==> src/rtl/cmp_pkg.sv <==
// Shared definitions for the digit-serial magnitude comparator.
// Latency: none (types and constants only).
// Backpressure: not applicable.
package cmp_pkg;

  // Result codes on the 2-bit OUT bus. The value 2'b11 is never produced.
  localparam logic [1:0] CMP_EQ = 2'b00;
  localparam logic [1:0] CMP_GT = 2'b01;
  localparam logic [1:0] CMP_LT = 2'b10;

  typedef enum logic [1:0] {
    ST_IDLE,
    ST_RUN,
    ST_DONE
  } state_t;

  // Maps a decided (unequal) digit to its result code.
  function automatic logic [1:0] cmp_code(input logic gt);
    return gt ? CMP_GT : CMP_LT;
  endfunction

endpackage

==> src/rtl/digit_compare.sv <==
// One-digit magnitude compare; the MSB digit can be treated as two's complement.
// Latency: purely combinational.
// Backpressure: none.
// Ports:
//   a, b          : digit slices of operand A and operand B
//   is_msb_signed : this is the top digit of a signed compare
//   eq            : a == b
//   gt            : a > b (only meaningful when eq is low)
module digit_compare #(
  parameter int DIGIT = 4
) (
  input  logic [DIGIT-1:0] a,
  input  logic [DIGIT-1:0] b,
  input  logic             is_msb_signed,
  output logic             eq,
  output logic             gt
);

  logic sign_differs;

  assign eq           = (a == b);
  assign sign_differs = a[DIGIT-1] ^ b[DIGIT-1];

  // With differing sign bits in a signed top digit, the operand whose sign
  // bit is 0 (non-negative) is the larger one. Otherwise plain unsigned order.
  always_comb begin
    gt = (a > b);
    if (is_msb_signed && sign_differs) begin
      gt = b[DIGIT-1];
    end
  end

endmodule

==> src/rtl/serial_magnitude_comparator.sv <==
// Digit-serial magnitude comparator: captures two operands and compares them MSB digit first.
// Latency: done pulses 1..NUM_DIGITS cycles after acceptance (always NUM_DIGITS without early exit).
// Backpressure: start is only sampled when not busy; a start during a run is dropped.
// Ports:
//   clk, rst_n          : clock, asynchronous active-low reset
//   start, signed_mode  : request and its compare mode, sampled together
//   in1, in2            : operands, captured on the accepting edge
//   busy, done          : running flag, single-cycle completion pulse
//   out, x              : result code, bitwise XNOR of the captured operands
module serial_magnitude_comparator
  import cmp_pkg::*;
#(
  parameter int WIDTH      = 16,
  parameter int DIGIT      = 4,
  parameter bit EARLY_EXIT = 1'b1
) (
  input  logic             clk,
  input  logic             rst_n,
  input  logic             start,
  input  logic             signed_mode,
  input  logic [WIDTH-1:0] in1,
  input  logic [WIDTH-1:0] in2,
  output logic             busy,
  output logic             done,
  output logic [1:0]       out,
  output logic [WIDTH-1:0] x
);

  localparam int NUM_DIGITS = WIDTH / DIGIT;
  localparam int CW         = (NUM_DIGITS > 1) ? $clog2(NUM_DIGITS) : 1;
  localparam logic [CW-1:0] LAST_DIGIT = CW'(NUM_DIGITS - 1);

  generate
    if ((WIDTH < DIGIT) || ((WIDTH % DIGIT) != 0)) begin : g_bad_cfg
      $error("serial_magnitude_comparator: WIDTH must be a non-zero multiple of DIGIT");
    end
  endgenerate

  state_t           state;
  logic [WIDTH-1:0] a_q;
  logic [WIDTH-1:0] b_q;
  logic             sgn_q;
  logic [CW-1:0]    cnt;
  logic             decided;   // an unequal digit has already been seen
  logic [1:0]       res_q;     // result of the first unequal digit

  logic [DIGIT-1:0] dig_a;
  logic [DIGIT-1:0] dig_b;
  logic             dig_eq;
  logic             dig_gt;
  logic             msb_signed;

  // Single shared digit comparator, fed by a counter-driven mux.
  always_comb begin
    dig_a = '0;
    dig_b = '0;
    for (int i = 0; i < NUM_DIGITS; i++) begin
      if (cnt == CW'(i)) begin
        dig_a = a_q[i*DIGIT +: DIGIT];
        dig_b = b_q[i*DIGIT +: DIGIT];
      end
    end
  end

  // Sign handling only matters on the top digit.
  assign msb_signed = sgn_q && (cnt == LAST_DIGIT);

  digit_compare #(
    .DIGIT(DIGIT)
  ) u_digit_compare (
    .a            (dig_a),
    .b            (dig_b),
    .is_msb_signed(msb_signed),
    .eq           (dig_eq),
    .gt           (dig_gt)
  );

  always_ff @(posedge clk or negedge rst_n) begin
    if (!rst_n) begin
      state   <= ST_IDLE;
      busy    <= 1'b0;
      done    <= 1'b0;
      out     <= CMP_EQ;
      x       <= '0;
      a_q     <= '0;
      b_q     <= '0;
      sgn_q   <= 1'b0;
      cnt     <= '0;
      decided <= 1'b0;
      res_q   <= CMP_EQ;
    end else begin
      done <= 1'b0;
      case (state)
        ST_IDLE, ST_DONE: begin
          if (start) begin
            a_q     <= in1;
            b_q     <= in2;
            sgn_q   <= signed_mode;
            x       <= in1 ~^ in2;
            cnt     <= LAST_DIGIT;
            decided <= 1'b0;
            res_q   <= CMP_EQ;
            busy    <= 1'b1;
            state   <= ST_RUN;
          end else if (state == ST_DONE) begin
            state <= ST_IDLE;
          end
        end

        ST_RUN: begin
          if (!dig_eq && EARLY_EXIT) begin
            out   <= cmp_code(dig_gt);
            done  <= 1'b1;
            busy  <= 1'b0;
            state <= ST_DONE;
          end else if (cnt == '0) begin
            // Last digit: an earlier decision wins; otherwise this digit decides.
            if (decided) begin
              out <= res_q;
            end else if (!dig_eq) begin
              out <= cmp_code(dig_gt);
            end else begin
              out <= CMP_EQ;
            end
            done  <= 1'b1;
            busy  <= 1'b0;
            state <= ST_DONE;
          end else begin
            cnt <= cnt - 1'b1;
            if (!dig_eq && !decided) begin
              decided <= 1'b1;
              res_q   <= cmp_code(dig_gt);
            end
          end
        end

        default: begin
          busy  <= 1'b0;
          state <= ST_IDLE;
        end
      endcase
    end
  end

endmodule

==> config.mk <==
export PLATFORM = sky130hd
export DESIGN_NAME = serial_magnitude_comparator
export DESIGN_NICKNAME = d
export VERILOG_FILES = /design/src/rtl/cmp_pkg.sv /design/src/rtl/digit_compare.sv /design/src/rtl/serial_magnitude_comparator.sv
export SDC_FILE = /design/constraint.sdc
export NUM_CORES = 1
export LEC_CHECK = 0
export CAP_MARGIN = 20
export CORE_UTILIZATION = 56
export CTS_BUF_LIST = sky130_fd_sc_hd__clkbuf_16
export DETAILED_ROUTE_END_ITERATION = 6
export DONT_BUFFER_PORTS = 1
export HOLD_SLACK_MARGIN = 0.05
export PLACE_DENSITY = 0.74
export SETUP_SLACK_MARGIN = 0.5
export SLEW_MARGIN = 0
export SYNTH_ARGS = -nofsm -noshare
export SYNTH_HDL_FRONTEND = slang
export SYNTH_SLANG_ARGS = --single-unit
==> constraint.sdc <==
create_clock -name clk -period 2.2 [get_ports clk]
set_input_delay 0.22 -clock clk [delete_from_list [all_inputs] [get_ports clk]]
set_output_delay 0.22 -clock clk [all_outputs]
set_load 0.1 [all_outputs]
==> flow_metrics.env, run 1 <==
export IMPL_finClkSkew_ns=0.00545
export IMPL_path_class="reg2reg"
export IMPL_layout_nets=423
export IMPL_drive_gt1_share_pct=20.1
export IMPL_critPathMostFrequentCell="o21ai_1"
export IMPL_fin_util_pct=80.5
export IMPL_seq_area_frac_synth_pct=54.1
export IMPL_fp_coreArea_mm2=0.00475
export IMPL_crit_path_end_kind="register"
export IMPL_netlist_instances=314
export IMPL_routedWlPerCell_um=15.7
export IMPL_die_area_mm2=0.00524
export IMPL_grt_antenna_before_repair=0
export IMPL_holdWs_ns=0.0534
export IMPL_antennaDiodeCount=0
export IMPL_post_route_min_period_ns=2.30
export IMPL_p_int_w=0.00307
export IMPL_syn_area_mm2=0.00278
export IMPL_crit_fanout=7
export IMPL_leakage_nw=1.83
export IMPL_clock_latency_ns=0.33
export IMPL_drtPass1Iterations=5
export IMPL_netSwitchingPower_w=0.00274
export IMPL_grt_pass1_wl_um=11300
export IMPL_worst_pin_slew_ns=0.362
export IMPL_hp_class="in2reg"
export IMPL_max_stage_delay_ns=0.45
export IMPL_clkTransAtPathRegs_ns=0.05
export IMPL_first_global_vias=2460
export IMPL_remaining_drc_errors=0
export IMPL_final_hold_viol_count=0
export IMPL_power_w=0.00581
export IMPL_rows=25
export IMPL_start_util_pct=58.4
export IMPL_p_comb_share_pct=50.2
export IMPL_finalNonFillerCells=450
export IMPL_critPathArrivalTime_ns=2.51
export IMPL_max_freq_mhz=434
export IMPL_synthesis_nets=358
export IMPL_final_common_cell="nand2_1"
export IMPL_antenna_left=0
export IMPL_slew_headroom_pct=75.9
export IMPL_cts_made_buffers=9
export IMPL_cp_slowest_cell="dfrtp_2"
export IMPL_port_buffer_count=0
export IMPL_io_pins=56
export IMPL_netlist_top_cell_by_area="dfrtp_1"
export IMPL_worstPathRequired_ns=2.41
export IMPL_gr_total_overflow=0
export IMPL_finalSetupViolations=7
export IMPL_startpoint_type="register"
export IMPL_p_seq_share_pct=29.4
export IMPL_violations="setup timing"
export IMPL_vdd_drop_max_v=0.000767
export IMPL_final_cell_mix="nand2_1 (120), dfrtp_1 (59), dlygate4sd3_1 (33), buf_4 (31), o21ai_0 (22)"
export IMPL_drt_total_wl_um=7060
export IMPL_synth_seq_cells=60
export IMPL_dpl_hpwl_um=3860
export IMPL_cts_tree="yes"
export IMPL_htree_num_levels=3
export IMPL_drt_iter0_markers=332
export IMPL_fp_dieH_um=72.4
export IMPL_path_cells="inv_4 > ha_4 > buf_4 > nand2_1 > o21ai_1 > o21ai_1 > o21ai_1 > ha_4 > o311ai_2 > a31oi_2 > a211o_1"
export IMPL_grt_max_degree=61
export IMPL_synth_warnings=0
export IMPL_swShare_pct=47.2
export IMPL_maxSlewViolCount=0
export IMPL_rsz0062_at_grt="true"
export IMPL_synth_top_area_share_pct=54.1
export IMPL_cts_sinks=60
export IMPL_clk_path_buf_depth=2
export IMPL_run_status="complete, but fails checks"
export IMPL_p_per_area_mw_per_mm2=1520
export IMPL_area_delta_synth_final_pct=37.8
export IMPL_setup_slack_ns=-0.102
export IMPL_synth_distinct_cells=28
export IMPL_synth_area_top_cells="dfrtp_1 (54%), nand2_1 (16%), o21ai_0 (6.5%)"
export IMPL_dp_cells=390
export IMPL_pwr_share_clk_pct=20.4
export IMPL_dr_total_vias=2473
export IMPL_place_gp_congestion=0.837
export IMPL_track_usage_pct=28.9
export IMPL_avgSynthCellArea_um2=8.84
export IMPL_maxCapViolCount=0
export IMPL_fp_dieW_um=72.4
export IMPL_vias_per_cell=5.50
export IMPL_clockRootBuffer="clkbuf_16"
export IMPL_timing_final_crit_share_pct=105
[Yosys cell counts]
cell type  count
a22oi_1        4
nand4_1        1
a21oi_1       17
ha_1           8
o211ai_1       1
inv_1          7
nor2_1         6
and2b_1        1
clkbuf_1       3
a31oi_1        2
or2_2          1
nor3_1         2
a211o_1        1
xor2_1        16
dfrtp_1       60
nand4_2        1
o311ai_1       1
and2_1         3
buf_1          1
nand2b_1       3
nor3_2         1
buf_4          2
buf_2         10
nand2_2        1
nor2b_1        2
o21ai_0       36
o22ai_1        1
nand2_1      122
[state kept, by name, summed over array words and instances (netlist names)]
name / cells
a_q: 16
b_q: 16
x: 16
cnt: 2
out: 2
res_q: 2
state: 2
busy: 1
decided: 1
done: 1
sgn_q: 1
[worst paths after layout]
kind / end / startpoint / cells past startpoint / slack (ns)
worst max-delay path: out[0] / cnt[0] / 11 / -0.10
worst min-delay path: b_q[10] / in2[10] / 2 / 0.05
worst max register to register: out[0] / cnt[0] / 11 / -0.10
worst min register to register: res_q[1] / res_q[1] / 1 / 0.48
max in group asynchronous: cnt[0] / rst_n / 2 / 1.50
min in group asynchronous: x[12] / rst_n / 2 / 0.41
[logic make-up (layout without fill, tap and decap cells)]
kind of cell    Yosys count  after routing  synth area share [%]
simple gates            144            144                  21.2
buf+inv                  23             92                  3.83
fa+ha+maj                 8              8                  3.61
flops                    60             60                  54.1
xor+xnor                 16             16                  5.05
compound gates           63             63                  12.2
[critical path: cells and delay by family (launching register included)]
| family | cells | cell delay, ns |
|---|---|---|
| compound gates | 6 | 1.04 |
| flops | 1 | 0.45 |
| simple gates | 1 | 0.06 |
| buf+inv | 2 | 0.21 |
| fa+ha+maj | 2 | 0.42 |
[power groups by stage]
stage / Sequential (W) / Combinational, W / Clock, W
floorplan: 0.00271 / 0.000947 / 0
global placement: 0.00169 / 0.00240 / 0
finish: 0.00171 / 0.00292 / 0.00119
global route: 0.00174 / 0.00308 / 0.00125
detailed placement: 0.00169 / 0.00247 / 0
CTS: 0.00169 / 0.00281 / 0.00120
[cell type report]
| cell class | count | area [um2] |
|---|---|---|
| fill | 302 | 928 |
| tap | 67 | 83.8 |
| clock buffer | 9 | 225 |
| multi-input combinational | 231 | 1320 |
| clock inverter | 6 | 23.8 |
| sequential | 60 | 1500 |
| timing repair buffer | 70 | 647 |
| inverter | 7 | 28.8 |
[metrics by stage]
stage | TNS (ns) | cell area [um2] | setup slack [ns]
floorplan | 0 | 2840 | 0.0892
global placement | 0 | 3010 | 0.00774
detailed placement | -0.454 | 3010 | -0.143
CTS | -0.0000149 | 3790 | -0.0000149
global route | -1.16 | 3830 | -0.195
finish | -0.380 | 3830 | -0.102
[layer usage]
| layer | track usage (%) | routed length, um | up-vias |
|---|---|---|---|
| met2 | 48.1 | 3610 | 103 |
| met1 | 36.5 | 2870 | 1197 |
| met3 | 7.22 | 434 | 19 |
| met5 | 0 | 0 | - |
| li1 | - | - | 1154 |
| met4 | 10.7 | 153 | 0 |
[what timing repair did]
action / CTS / global route
pin swaps: 6 / 7
endpoints found under the setup margin: 8 / 8
gates resized for setup: 34 / 4
hold endpoints to repair: 92 / 0
setup buffers: 8 / 3
hold buffers: 34 / 0
Power figures use the tool's default switching activity.
==> run 2, diff against run 1 <==
- SKIP_LAST_GASP: not set -> 1
==> run 2 against run 1 <==
Effect of this change:
- the run still ends with setup timing left
- first-iteration DRC count fell by 13%
- clock power hardly changed
- fmax fell by 4.6%
- power up 1.2%
- clock skew is essentially flat
- clock-buffer cell count did not move
- combinational power increased by 2%
- die area unchanged
- register-to-register slack got worse by 0.11 ns
- critical path type unchanged
==> flow_metrics.env, run 2 (synthesis gave the netlist of run 1 again) <==
export IMPL_dpl_hpwl_um=3860
export IMPL_fp_coreArea_mm2=0.00475
export IMPL_finalInstanceArea_mm2=0.00385
export IMPL_crit_path_end_kind="register"
export IMPL_violations="setup timing"
export IMPL_drt_total_wl_um=7250
export IMPL_max_freq_mhz=414
export IMPL_crit_fanout=7
export IMPL_maxSlewViolCount=0
export IMPL_leakage_nw=1.84
export IMPL_final_common_cell="nand2_1"
export IMPL_p_per_area_mw_per_mm2=1530
export IMPL_fp_dieH_um=72.4
export IMPL_port_buffer_count=0
export IMPL_hp_class="in2reg"
export IMPL_worst_pin_slew_ns=0.357
export IMPL_cts_tree="yes"
export IMPL_area_delta_synth_final_pct=38.7
export IMPL_setup_slack_ns=-0.213
export IMPL_clockRootBuffer="clkbuf_16"
export IMPL_finalSetupViolations=8
export IMPL_first_global_vias=2412
export IMPL_cp_slowest_cell="dfrtp_1"
export IMPL_cts_made_buffers=9
export IMPL_fp_dieW_um=72.4
export IMPL_clock_latency_ns=0.33
export IMPL_tns_ns=-1.15
export IMPL_clkTransAtPathRegs_ns=0.05
export IMPL_routedWlPerCell_um=16.1
export IMPL_clk_path_buf_depth=2
export IMPL_antenna_left=0
export IMPL_finClkSkew_ns=0.00548
export IMPL_htree_num_levels=3
export IMPL_cts_sinks=60
export IMPL_start_util_pct=58.4
export IMPL_rows=25
export IMPL_vias_per_cell=5.47
export IMPL_layout_nets=424
export IMPL_grt_antenna_before_repair=0
export IMPL_dp_cells=390
export IMPL_place_gp_congestion=0.837
export IMPL_drive_gt1_share_pct=21.1
export IMPL_rsz0062_at_grt="true"
export IMPL_track_usage_pct=29.0
export IMPL_remaining_drc_errors=0
export IMPL_drt_iter0_markers=288
export IMPL_path_cells="buf_6 > ha_4 > buf_4 > a21oi_1 > o21ai_1 > o21ai_1 > o21ai_2 > ha_4 > nand4_4 > nor3_4 > nor3_2 > a21oi_2"
export IMPL_run_status="complete, but fails checks"
export IMPL_path_class="reg2reg"
export IMPL_dr_total_vias=2469
export IMPL_startpoint_type="register"
export IMPL_worstPathRequired_ns=2.44
export IMPL_vdd_drop_max_v=0.000769
export IMPL_drtPass1Iterations=5
export IMPL_final_cell_mix="nand2_1 (120), dfrtp_1 (59), dlygate4sd3_1 (33), buf_4 (31), o21ai_0 (22)"
export IMPL_grt_max_degree=61
export IMPL_die_area_mm2=0.00524
export IMPL_crit_family="simple AND/OR/NAND/NOR gates"
export IMPL_slew_headroom_pct=76.2
export IMPL_gr_total_overflow=0
export IMPL_nFillCells=287
export IMPL_path_buf_inv=2
export IMPL_timing_final_crit_share_pct=110
export IMPL_finalNonFillerCells=451
export IMPL_placed_area_mm2=0.00301
export IMPL_max_stage_delay_ns=0.39
export IMPL_antennaDiodeCount=0
export IMPL_final_hold_viol_count=0
export IMPL_reg_top3="a_q x16, b_q x16, x x16"
export IMPL_grt_pass1_wl_um=11300
export IMPL_io_pins=56
export IMPL_maxCapViolCount=0
export IMPL_critPathArrivalTime_ns=2.66
export IMPL_post_route_min_period_ns=2.41
==> run 2: cell count changes in the layout (fill, tap and decap cells not counted) <==
cell / delta
buf_6: +1
a21oi_1: +1
o21ai_2: +3
a21oi_2: -1
a22oi_2: +1
o21ai_1: -3
a22oi_1: -1
==> run 2: cell type report <==
cell class,instances,area [um2],share of cell area [%]
Tap cell,67,83.8,2.18
Multi-Input combinational cell,231,1330,34.5
Clock buffer,9,225,5.85
Clock inverter,6,23.8,0.617
Sequential cell,60,1500,39.0
Inverter,7,28.8,0.747
Timing Repair Buffer,71,658,17.1
==> run 2: per-stage QoR <==
step                      util [%]  setup WS [ns]  hold slack, ns  total power, W
final                         81.0         -0.213          0.0555         0.00588
after global routing          81.0         -0.333          0.0552         0.00615
after CTS                     79.4     -0.0000155          0.0544         0.00569
after detailed placement      63.4         -0.143         -0.0743         0.00416
after global placement        63.4        0.00774         -0.0741         0.00409
after floorplan                  -         0.0892         -0.0756         0.00366
==> run 2: power by group <==
group	switching (W)	internal, W	total, W
clock	0.000453	0.000730	0.00118
combinational	0.00209	0.000896	0.00299
sequential	0.000233	0.00148	0.00171
total	0.00278	0.00310	0.00588
==> run 2: what timing repair did <==
| item | CTS | global route |
|---|---|---|
| pin swaps | 5 | 13 |
| endpoints found under the hold margin | 92 | 0 |
| cloned | 0 | 0 |
| resized for setup | 31 | 11 |
| hold buffers | 34 | 0 |
| endpoints found under the setup margin | 8 | 8 |
| setup buffers | 8 | 4 |
==> run 2: metal layers <==
| metal | vias to the layer above | wire (um) | global-route usage [%] |
|---|---|---|---|
| li1 | 1151 | - | - |
| met1 | 1202 | 2940 | 37.4 |
| met2 | 93 | 3650 | 47.6 |
| met3 | 23 | 439 | 7.22 |
| met4 | 0 | 217 | 10.5 |
| met5 | - | 0 | 0 |
==> run 2: final timing paths <==
path	cells past startpoint	to	startpoint	slack, ns
worst min-delay path	2	b_q[10]	in2[10]	0.06
worst max-delay path	12	cnt[0]	cnt[1]	-0.21
max in group asynchronous	2	cnt[0]	rst_n	1.51
worst max register to register	12	cnt[0]	cnt[1]	-0.21
worst min register to register	1	res_q[1]	res_q[1]	0.48
min in group asynchronous	2	b_q[10]	rst_n	0.42
==> run 3, diff against run 2 <==
- GPL_ROUTABILITY_DRIVEN: not set -> 0
- HOLD_SLACK_MARGIN: 0.05 -> 0.1
- SKIP_CTS_REPAIR_TIMING: not set -> 1
==> run 3 against run 2 <==
Effect of this change:
- the flow still finishes with violations (setup timing)
- cell count fell by 0.89%
- wire length is 6.1% lower
- critical path depth decreased by 1
- global-route usage decreased by 3.6 points
- critical path type unchanged
- largest cell class unchanged
==> flow_metrics.env, run 3 (synthesis gave the netlist of run 1 again) <==
export IMPL_io_pins=56
export IMPL_critPathArrivalTime_ns=2.51
export IMPL_r2r_slack_ns=-0.1
export IMPL_critPathLaunch="cnt[1]"
export IMPL_run_status="complete, but fails checks"
export IMPL_track_usage_pct=25.4
export IMPL_leakage_nw=1.82
export IMPL_reg_top3="a_q x16, b_q x16, x x16"
export IMPL_path_cells="inv_4 > ha_4 > buf_6 > o21ai_2 > o21ai_1 > o21ai_1 > ha_1 > nor2b_1 > o211ai_1 > a31oi_1 > a211o_1"
export IMPL_first_global_vias=2070
export IMPL_grt_pass1_wl_um=9750
export IMPL_rsz0062_at_grt="true"
export IMPL_clk_path_buf_depth=2
export IMPL_holdWs_ns=0.0926
export IMPL_worst_pin_slew_ns=0.331
export IMPL_reg2reg_depth=11
export IMPL_r2r_start="cnt[1]"
export IMPL_start_util_pct=58.4
export IMPL_antenna_left=0
export IMPL_startpoint_type="register"
export IMPL_setup_slack_ns=-0.0967
export IMPL_fp_dieW_um=72.4
export IMPL_remaining_drc_errors=0
export IMPL_antennaDiodeCount=0
export IMPL_final_common_cell="nand2_1"
export IMPL_worstPathRequired_ns=2.41
export IMPL_clockRootBuffer="clkbuf_16"
export IMPL_use_met3_pct=10.6
export IMPL_vdd_drop_max_v=0.00103
export IMPL_cts_made_buffers=9
export IMPL_cp_slowest_cell="dfrtp_2"
export IMPL_grt_antenna_before_repair=0
export IMPL_routedWlPerCell_um=15.2
export IMPL_worstSetupEndpoint="out[0]"
export IMPL_port_buffer_count=0
export IMPL_crit_fanout=8
export IMPL_cts_tree="yes"
export IMPL_critPathMostFrequentCell="o21ai_1"
export IMPL_fp_coreArea_mm2=0.00475
export IMPL_maxCapViolCount=0
export IMPL_final_cell_mix="nand2_1 (122), dfrtp_1 (58), dlygate4sd3_1 (34), buf_4 (28), o21ai_0 (21)"
export IMPL_finalSetupViolations=2
export IMPL_gr_total_overflow=0
export IMPL_busiest_layer="met2"
export IMPL_placed_area_mm2=0.00301
export IMPL_drt_total_wl_um=6810
export IMPL_htree_num_levels=3
export IMPL_timing_final_crit_share_pct=104
export IMPL_clkTransAtPathRegs_ns=0.05
export IMPL_max_freq_mhz=435
export IMPL_layout_nets=420
export IMPL_post_route_min_period_ns=2.30
export IMPL_die_area_mm2=0.00524
export IMPL_path_class="reg2reg"
export IMPL_rows=25
export IMPL_cts_sinks=60
export IMPL_area_delta_synth_final_pct=35.7
export IMPL_dpl_hpwl_um=3900
export IMPL_clock_latency_ns=0.33
export IMPL_maxSlewViolCount=0
export IMPL_dr_total_vias=2447
export IMPL_p_per_area_mw_per_mm2=1510
export IMPL_drive_gt1_share_pct=17.6
export IMPL_final_hold_viol_count=0
export IMPL_finalInstanceArea_mm2=0.00377
export IMPL_hp_class="in2reg"
export IMPL_fp_dieH_um=72.4
export IMPL_crit_path_end_kind="register"
export IMPL_timing_rr_end="out[0]"
export IMPL_drtPass1Iterations=5
export IMPL_grtUsageMet1_pct=32.8
export IMPL_max_stage_delay_ns=0.43
export IMPL_drt_iter0_markers=244
export IMPL_violations="setup timing"
export IMPL_finClkSkew_ns=0.00511
export IMPL_grt_max_degree=61
export IMPL_vias_per_cell=5.47
export IMPL_use_met2_pct=37.4
export IMPL_slew_headroom_pct=78.0
-- run 3: changes by cell type in the layout (fill, tap and decap cells not counted), moves of 3 or more --
cell,previous run,this run
a21oi_2,6,3
a21oi_1,11,14
nor2_1,3,6
o21ai_1,10,13
clkinv_1,4,0
buf_4,31,28
-- run 3: stage by stage --
step,util (%),power [W],setup TNS (ns),instances,setup WS (ns)
finish,79.3,0.00567,-0.116,447,-0.0967
global route,79.3,0.00597,-0.653,447,-0.174
CTS,68.7,0.00536,-0.597,405,-0.168
detailed placement,63.4,0.00415,-0.341,390,-0.135
global placement,63.4,0.00409,0,390,0.00504
floorplan,-,0.00366,0,314,0.0892
-- run 3: per-layer routing --
metal / part of all wire (%) / vias up
met5: 0 / -
met4: 2.0 / 0
met3: 6.9 / 17
met2: 50 / 102
met1: 41 / 1183
li1: - / 1145
-- run 3: worst max-delay path: cells and delay by family (launching register included) --
family / cells / cell delay, ns
adder cells (fa/ha/maj): 2 / 0.49
AND/OR/NAND/NOR: 1 / 0.16
AO/OA/AOI/OAI: 6 / 0.90
buffers and inverters: 2 / 0.20
flip-flops: 1 / 0.43
-- run 3: worst min path at each step --
stage,startpoint,end,slack [ns],cells after the start
after floorplan,rst_n,a_q[0],-0.08,0
after global placement,rst_n,x[11],-0.07,0
after detailed placement,rst_n,x[11],-0.07,0
after CTS,rst_n,a_q[13],-0.42,0
after global routing,in1[7],x[7],0.10,2
final,in1[10],x[10],0.09,2
-- run 3: power by group --
part | total, W | internal [W] | switching (W) | leakage, nW
clock | 0.00119 | 0.000734 | 0.000461 | 0.139
sequential | 0.00171 | 0.00148 | 0.000233 | 0.735
combinational | 0.00277 | 0.000800 | 0.00197 | 0.947
total | 0.00567 | 0.00301 | 0.00266 | 1.82
-- run 3: layout make-up --
cell class                 count  area [um2]
sequential                    60        1500
multi-input combinational    231        1270
fill                         307         986
timing repair buffer          67         623
clock buffer                   9         225
tap                           67        83.8
inverter                       7        31.3
clock inverter                 6        26.3
